**config.mk**
```make
export PLATFORM = sky130hd
export DESIGN_NAME = wb_init_sequencer
export DESIGN_NICKNAME = d
export VERILOG_FILES = /design/src/rtl/wb_init_sequencer.sv
export SDC_FILE = /design/constraint.sdc
export NUM_CORES = 1
export LEC_CHECK = 0
export CAP_MARGIN = 10
export CORE_MARGIN = 2
export CORE_UTILIZATION = 54
export DETAILED_ROUTE_END_ITERATION = 10
export GPL_TIMING_DRIVEN = 0
export MAX_ROUTING_LAYER = met4
export PLACE_DENSITY = 0.95
export SLEW_MARGIN = 20
export SYNTH_ARGS = -nofsm -noshare
export SYNTH_HDL_FRONTEND = slang
export SYNTH_SLANG_ARGS = --single-unit
```
**constraint.sdc**
```tcl
create_clock -name i_clk -period 10 [get_ports i_clk]
set_clock_uncertainty 0.05 [all_clocks]
set_input_delay 1 -clock i_clk [delete_from_list [all_inputs] [get_ports i_clk]]
set_output_delay 1 -clock i_clk [all_outputs]
set_load 0.03 [all_outputs]
```
**src/rtl/wb_init_sequencer.sv**
```systemverilog
// Wishbone pipelined-mode initiator that replays a table of register operations
// (write, poll-until-match, fixed wait, end) after a start pulse. It shares the
// bus with the host bridge and brings up the FM generator and the LO PLL with
// no UART host attached.

module wb_init_sequencer #(
  parameter int unsigned TBL_AW    = 4,
  parameter int unsigned TIMEOUT   = 1023,
  parameter int unsigned MAX_POLLS = 255,
  parameter int unsigned POLL_GAP  = 63
) (
  input  logic              i_clk,
  input  logic              i_reset,
  input  logic              i_start,
  output logic [TBL_AW-1:0] o_tbl_addr,
  input  logic [95:0]       i_tbl_entry,
  output logic              o_wb_cyc,
  output logic              o_wb_stb,
  output logic              o_wb_we,
  output logic [29:0]       o_wb_addr,
  output logic [31:0]       o_wb_data,
  output logic [3:0]        o_wb_sel,
  input  logic              i_wb_stall,
  input  logic              i_wb_ack,
  input  logic [31:0]       i_wb_data,
  input  logic              i_wb_err,
  output logic              o_busy,
  output logic              o_done,
  output logic              o_error,
  output logic [TBL_AW-1:0] o_err_index
);

  // Counter widths leave headroom so a zero-valued parameter still gets one bit.
  localparam int unsigned TmoW  = $clog2(TIMEOUT + 2);
  localparam int unsigned PollW = $clog2(MAX_POLLS + 2);
  localparam int unsigned GapW  = $clog2(POLL_GAP + 2);

  localparam logic [TmoW-1:0]  TmoLast = TmoW'((TIMEOUT > 0) ? TIMEOUT - 1 : 0);
  localparam logic [PollW-1:0] PollMax = PollW'(MAX_POLLS);
  localparam logic [GapW-1:0]  GapLast = GapW'((POLL_GAP > 0) ? POLL_GAP - 1 : 0);

  localparam logic [1:0] OpEnd   = 2'b00;
  localparam logic [1:0] OpWrite = 2'b01;
  localparam logic [1:0] OpPoll  = 2'b10;
  localparam logic [1:0] OpWait  = 2'b11;

  typedef enum logic [3:0] {
    StIdle,
    StFetch,
    StDecode,
    StReq,
    StAck,
    StGap,
    StWait,
    StNext,
    StDone,
    StError
  } state_e;

  state_e            state_q;
  logic [1:0]        op_q;
  logic [31:0]       mask_q;
  logic [31:0]       wait_cnt_q;
  logic [TmoW-1:0]   tmo_cnt_q;
  logic [PollW-1:0]  poll_cnt_q;
  logic [GapW-1:0]   gap_cnt_q;

  // Table entry fields, valid during DECODE.
  logic [1:0]  ent_op;
  logic [29:0] ent_addr;
  logic [31:0] ent_data;
  logic [31:0] ent_mask;

  assign ent_op   = i_tbl_entry[95:94];
  assign ent_addr = i_tbl_entry[93:64];
  assign ent_data = i_tbl_entry[63:32];
  assign ent_mask = i_tbl_entry[31:0];

  // Full-word transfers only.
  assign o_wb_sel = 4'hF;

  logic in_xfer;
  logic accept;
  logic ack_ok;
  logic poll_match;
  logic xfer_abort;
  logic poll_abort;
  logic abort;

  // Bus handshake decode and abort conditions for the current cycle.
  always_comb begin
    in_xfer    = (state_q == StReq) || (state_q == StAck);
    accept     = (state_q == StReq) && !i_wb_stall;
    // An ack is only meaningful once the strobe has been accepted, which
    // includes the accept cycle itself for zero-latency slaves.
    ack_ok     = i_wb_ack && ((state_q == StAck) || accept);
    // o_wb_data still holds the entry's expected value during a poll.
    poll_match = ((i_wb_data ^ o_wb_data) & mask_q) == 32'd0;
    // Error beats a simultaneous ack; timeout only fires if no ack arrives.
    xfer_abort = in_xfer && (i_wb_err || (!ack_ok && (tmo_cnt_q == TmoLast)));
    poll_abort = (state_q == StGap) && (gap_cnt_q == GapLast) && (poll_cnt_q == PollMax);
    abort      = xfer_abort || poll_abort;
  end

  // Sequencer FSM with registered bus and status outputs.
  always_ff @(posedge i_clk or posedge i_reset) begin
    if (i_reset) begin
      state_q     <= StIdle;
      op_q        <= OpEnd;
      mask_q      <= '0;
      wait_cnt_q  <= '0;
      tmo_cnt_q   <= '0;
      poll_cnt_q  <= '0;
      gap_cnt_q   <= '0;
      o_tbl_addr  <= '0;
      o_wb_cyc    <= 1'b0;
      o_wb_stb    <= 1'b0;
      o_wb_we     <= 1'b0;
      o_wb_addr   <= '0;
      o_wb_data   <= '0;
      o_busy      <= 1'b0;
      o_done      <= 1'b0;
      o_error     <= 1'b0;
      o_err_index <= '0;
    end else if (abort) begin
      state_q     <= StError;
      o_wb_cyc    <= 1'b0;
      o_wb_stb    <= 1'b0;
      o_wb_we     <= 1'b0;
      o_busy      <= 1'b0;
      o_error     <= 1'b1;
      o_err_index <= o_tbl_addr;
    end else begin
      case (state_q)
        StIdle, StDone, StError: begin
          if (i_start) begin
            state_q    <= StFetch;
            o_tbl_addr <= '0;
            o_done     <= 1'b0;
            o_error    <= 1'b0;
            o_busy     <= 1'b1;
          end
        end

        // Table read latency: entry appears one cycle after the index.
        StFetch: state_q <= StDecode;

        StDecode: begin
          op_q       <= ent_op;
          tmo_cnt_q  <= '0;
          poll_cnt_q <= '0;
          gap_cnt_q  <= '0;
          case (ent_op)
            OpEnd: begin
              state_q <= StDone;
              o_done  <= 1'b1;
              o_busy  <= 1'b0;
            end
            OpWait: begin
              wait_cnt_q <= ent_data;
              state_q    <= StWait;
            end
            default: begin
              o_wb_cyc  <= 1'b1;
              o_wb_stb  <= 1'b1;
              o_wb_we   <= (ent_op == OpWrite);
              o_wb_addr <= ent_addr;
              o_wb_data <= ent_data;
              mask_q    <= ent_mask;
              state_q   <= StReq;
            end
          endcase
        end

        StReq, StAck: begin
          tmo_cnt_q <= tmo_cnt_q + TmoW'(1);
          if (ack_ok) begin
            // Transaction complete: release the bus before the next entry.
            o_wb_cyc <= 1'b0;
            o_wb_stb <= 1'b0;
            o_wb_we  <= 1'b0;
            if ((op_q == OpWrite) || poll_match) begin
              state_q <= StNext;
            end else begin
              state_q    <= StGap;
              gap_cnt_q  <= '0;
              poll_cnt_q <= poll_cnt_q + PollW'(1);
            end
          end else if (accept) begin
            o_wb_stb <= 1'b0;
            state_q  <= StAck;
          end
        end

        StGap: begin
          if (gap_cnt_q == GapLast) begin
            // Exhaustion is caught by poll_abort; otherwise issue another read.
            o_wb_cyc  <= 1'b1;
            o_wb_stb  <= 1'b1;
            tmo_cnt_q <= '0;
            state_q   <= StReq;
          end else begin
            gap_cnt_q <= gap_cnt_q + GapW'(1);
          end
        end

        // WAIT n holds for n cycles; n of 0 or 1 both take a single cycle.
        StWait: begin
          if (wait_cnt_q <= 32'd1) begin
            state_q <= StNext;
          end else begin
            wait_cnt_q <= wait_cnt_q - 32'd1;
          end
        end

        StNext: begin
          if (&o_tbl_addr) begin
            // Ran off the end of the table: treat as an implicit END.
            state_q <= StDone;
            o_done  <= 1'b1;
            o_busy  <= 1'b0;
          end else begin
            o_tbl_addr <= o_tbl_addr + TBL_AW'(1);
            state_q    <= StFetch;
          end
        end

        default: state_q <= StIdle;
      endcase
    end
  end

  // Keep the op encodings referenced for readers; OpPoll shares the bus path.
  logic unused_op_poll;
  assign unused_op_poll = (op_q == OpPoll);

endmodule

```
==> flow_metrics.tcl <==
set metrics [dict create \
    final-setup-viol-count 0 \
    postLayoutCoreUtil 0.744 \
    tightest_slew_ns 1.00 \
    cts.clk_slew.worst_paths_ns 0.07 \
    sequential_cell_area_um2 4330 \
    power-per-cell-area_nw_per_um2 303 \
    place.detailed.instances 1237 \
    number_of_pins_with_negative_max_slew_slack_in_the_final_report 0 \
    num_rows 46 \
    coreArea_um2 15900 \
    tritoncts_num_sinks 173 \
    place_congestion 0.950 \
    fin_crit_sh 0.364 \
    finalHoldViolCount 0 \
    die-width_um 131 \
    part_of_the_power_in_registers 0.352 \
    area_of_combinational_cells_with_multiple_inputs_um2 4150 \
    ys_top_cells_by_area "sky130_fd_sc_hd__dfrtp_1 49%, sky130_fd_sc_hd__mux2_2 13%, sky130_fd_sc_hd__xor2_1 4.0%" \
    async_reset_ff_frac 1.00 \
    layout-drive-gt1-share 0.162 \
    internal_power_mw 2.16 \
    drt_drc_violations_left 0 \
    grt_setup_unrepaired "no" \
    status "finished clean" \
    power.leakage_nw 5.01 \
    syn_area_per_cell_um2 10.8 \
    globalRouteOverflowTotal 0 \
    postSynthRegisterBits 173 \
    design.die.area_um2 17200 \
    grt_first_pass_wirelength_um 41700 \
    yosysUniqueCellTypes 73 \
    synth.cell_area_um2 8750 \
    clkPwrFrac 0.206 \
    type_of_the_worst_setup_path "input port to flop" \
    cts.hold.buffers_added 0 \
    synth.yosys.seq_area_share 0.494 \
    synthFlopType "sky130_fd_sc_hd__dfrtp_1" \
    synthToLayoutAreaGrowth_pct 35.0 \
    critical_path.max_fanout 10 \
    initial_cell_density_of_the_core 0.551 \
    grt_pass1_vias 8017 \
    initial_antenna_violation_count 0 \
    dpl_hpwl_um 18200 \
    clk-insertion-delay-late_ns 0.43 \
    switching_share 0.397 \
    numCtsBuffers 17 \
    slew-limit-headroom 0.328 \
    first_pass_iters 6 \
    detail-route-antenna-nets 0 \
    synthesis.yosys.warnings 0 \
    ordered_list_of_cells_on_the_worst_path "clkdlybuf4s50_1 > inv_1 > ha_1 > nand2_1 > clkbuf_1 > clkbuf_1 > mux2_2" \
    final_period_minus_worst_setup_slack_ns 3.64 \
    first_iter_violations 950 \
    post_drt_wl_per_cell_um 20.6 \
    worst_vdd_rail_ir_drop_mv 0.222 \
    min_path_type "flop to flop" \
    netlist.area_leader.share 0.494 \
    maxCapViolations 0 \
    route.vias.total 7742 \
    cts_root_buf "sky130_fd_sc_hd__clkbuf_16" \
    post_synth_inst_count 808 \
    fin_nets 1188 \
    die_h_um 131 \
    top_level_ports 214 \
    arrival_ns 3.90 \
    worst_path_largest_cell_delay_ns 0.63 \
    clock_tree.buffer_depth 2 \
    critPathCaptureType "flop" \
    finalPower_mw 3.58 \
    grt_use_total 0.314 \
    setup_crit_start_kind "input port" \
    max_freq_mhz 275 \
    power.share.combinational 0.442 \
    pin_count_of_the_biggest_net_entering_global_routing 106 \
    routed_via_density 6.10 \
    htree_levels 4 \
    critical_path_most_common_cell "sky130_fd_sc_hd__clkbuf_1" \
    port_buffers 209 \
    power.switching_mw 1.42 \
    critical_path_required_ns 10.26 \
    cts_post_setup_buffers_inserted 0 \
    top_cell_type_by_total_area_after_synthesis "sky130_fd_sc_hd__dfrtp_1" \
    antenna_cells 0 \
    tns_ns 0 \
    synth_edf_count 0 \
    final_cell_count_no_fill 1269 \
    worst_path_max_delay_cell "sky130_fd_sc_hd__clkbuf_1" \
    finalWirelength_um 26100 \
    clock_tree_from_tritoncts "done" \
    fillers 994 \
    post_cts_resize_count 0 \
]
==> cell usage after synthesis (all sizes together) (5+ instances only) <==
| library cell | number |
|---|---|
| dfrtp | 173 |
| a21o | 5 |
| nand4 | 15 |
| nor2 | 70 |
| nor4 | 11 |
| or3 | 5 |
| a211oi | 5 |
| a21oi | 47 |
| nand2 | 41 |
| and3 | 6 |
| o22ai | 7 |
| nor2b | 8 |
| xor2 | 40 |
| inv | 22 |
| clkbuf | 25 |
| o21a | 5 |
| ha | 14 |
| o22a | 6 |
| o32ai | 5 |
| a22o | 6 |
| o21ai | 40 |
| mux2 | 107 |
| nand3 | 23 |
| a22oi | 22 |
| a31oi | 6 |
| buf | 17 |
| o31ai | 5 |
| nor3 | 20 |
==> worst max-delay path, delay by kind of cell <==
| family | cells | cell delay, ns |
|---|---|---|
| simple gates | 1 | 0.19 |
| mux | 1 | 0.42 |
| buf+inv | 4 | 1.85 |
| fa+ha+maj | 1 | 0.40 |
==> power by group through the flow <==
stage                     sequential, mW  combinational, mW  clock [mW]
after floorplan                     1.47              0.717           0
after global placement              1.22               1.49           0
after detailed placement            1.25               1.55           0
after CTS                           1.25               1.57       0.741
after global routing                1.29               1.68       0.771
final                               1.26               1.58       0.737
==> cells by family after synthesis <==
kind of cell | share of synthesized area
AO/OA/AOI/OAI | 0.139
other | 0.000428
adder cells (fa/ha/maj) | 0.0200
XOR/XNOR | 0.0440
AND/OR/NAND/NOR | 0.130
flip-flops | 0.494
multiplexers | 0.140
buffers and inverters | 0.0324
==> layout by cell type, fill, tap and decap left out, drive strengths merged, types with 7 or more instances in the layout <==
| master | n |
|---|---|
| buf | 18 |
| nand2 | 41 |
| nor3 | 20 |
| nor2b | 8 |
| a21oi | 47 |
| nand3 | 23 |
| clkbuf | 46 |
| a22oi | 22 |
| o21ai | 40 |
| mux2 | 107 |
| o22ai | 7 |
| dfrtp | 173 |
| nor4 | 11 |
| nor2 | 70 |
| xor2 | 40 |
| clkdlybuf4s50 | 209 |
| inv | 26 |
| nand4 | 15 |
| ha | 14 |
==> worst paths after layout <==
check | from | end | slack [ns] | cells past startpoint
setup / recovery | i_tbl_entry[94] | mask_q[21] | 6.36 | 7
hold / removal | gap_cnt_q[3] | gap_cnt_q[3] | 0.44 | 1
setup reg to reg | wait_cnt_q[9] | wait_cnt_q[9] | 6.74 | 8
hold reg to reg | gap_cnt_q[3] | gap_cnt_q[3] | 0.44 | 1
max in group asynchronous | i_reset | gap_cnt_q[6] | 8.02 | 3
min in group asynchronous | i_reset | tmo_cnt_q[9] | 0.97 | 2
==> registers in the layout, indices dropped and copies added (netlist names) <==
signal and cells:
o_busy 1, op_q 2, o_tbl_addr 4, wait_cnt_q 32, state_q 4, o_wb_stb 1, o_wb_addr 30, o_err_index 4
o_wb_we 1, o_error 1, o_wb_data 32, mask_q 32, gap_cnt_q 7, o_done 1, o_wb_cyc 1, poll_cnt_q 9
tmo_cnt_q 11
==> through the flow <==
stage                     instance area, um2  worst slack (ns)  hold slack (ns)
after floorplan                         8770              4.26            0.384
after global placement                 11100              1.94            0.403
after detailed placement               11200              5.98            0.425
after CTS                              11800              6.40            0.438
final                                  11800              6.36            0.442
after global routing                   11800              6.24            0.449
==> metal layers <==
| metal | part of all wire | GRT usage |
|---|---|---|
| met4 | 0.039 | 0.137 |
| met2 | 0.48 | 0.499 |
| met5 | 0 | - |
| met1 | 0.40 | 0.381 |
| met3 | 0.083 | 0.0829 |
==> layout make-up <==
class | instances | area share
Sequential cell | 173 | 0.366
Multi-Input combinational cell | 574 | 0.351
Timing Repair Buffer | 210 | 0.179
Clock buffer | 21 | 0.0406
Tap cell | 216 | 0.0229
Buffer | 42 | 0.0170
Clock inverter | 11 | 0.0150
Inverter | 22 | 0.00762
(Power assumes the default switching activity.)
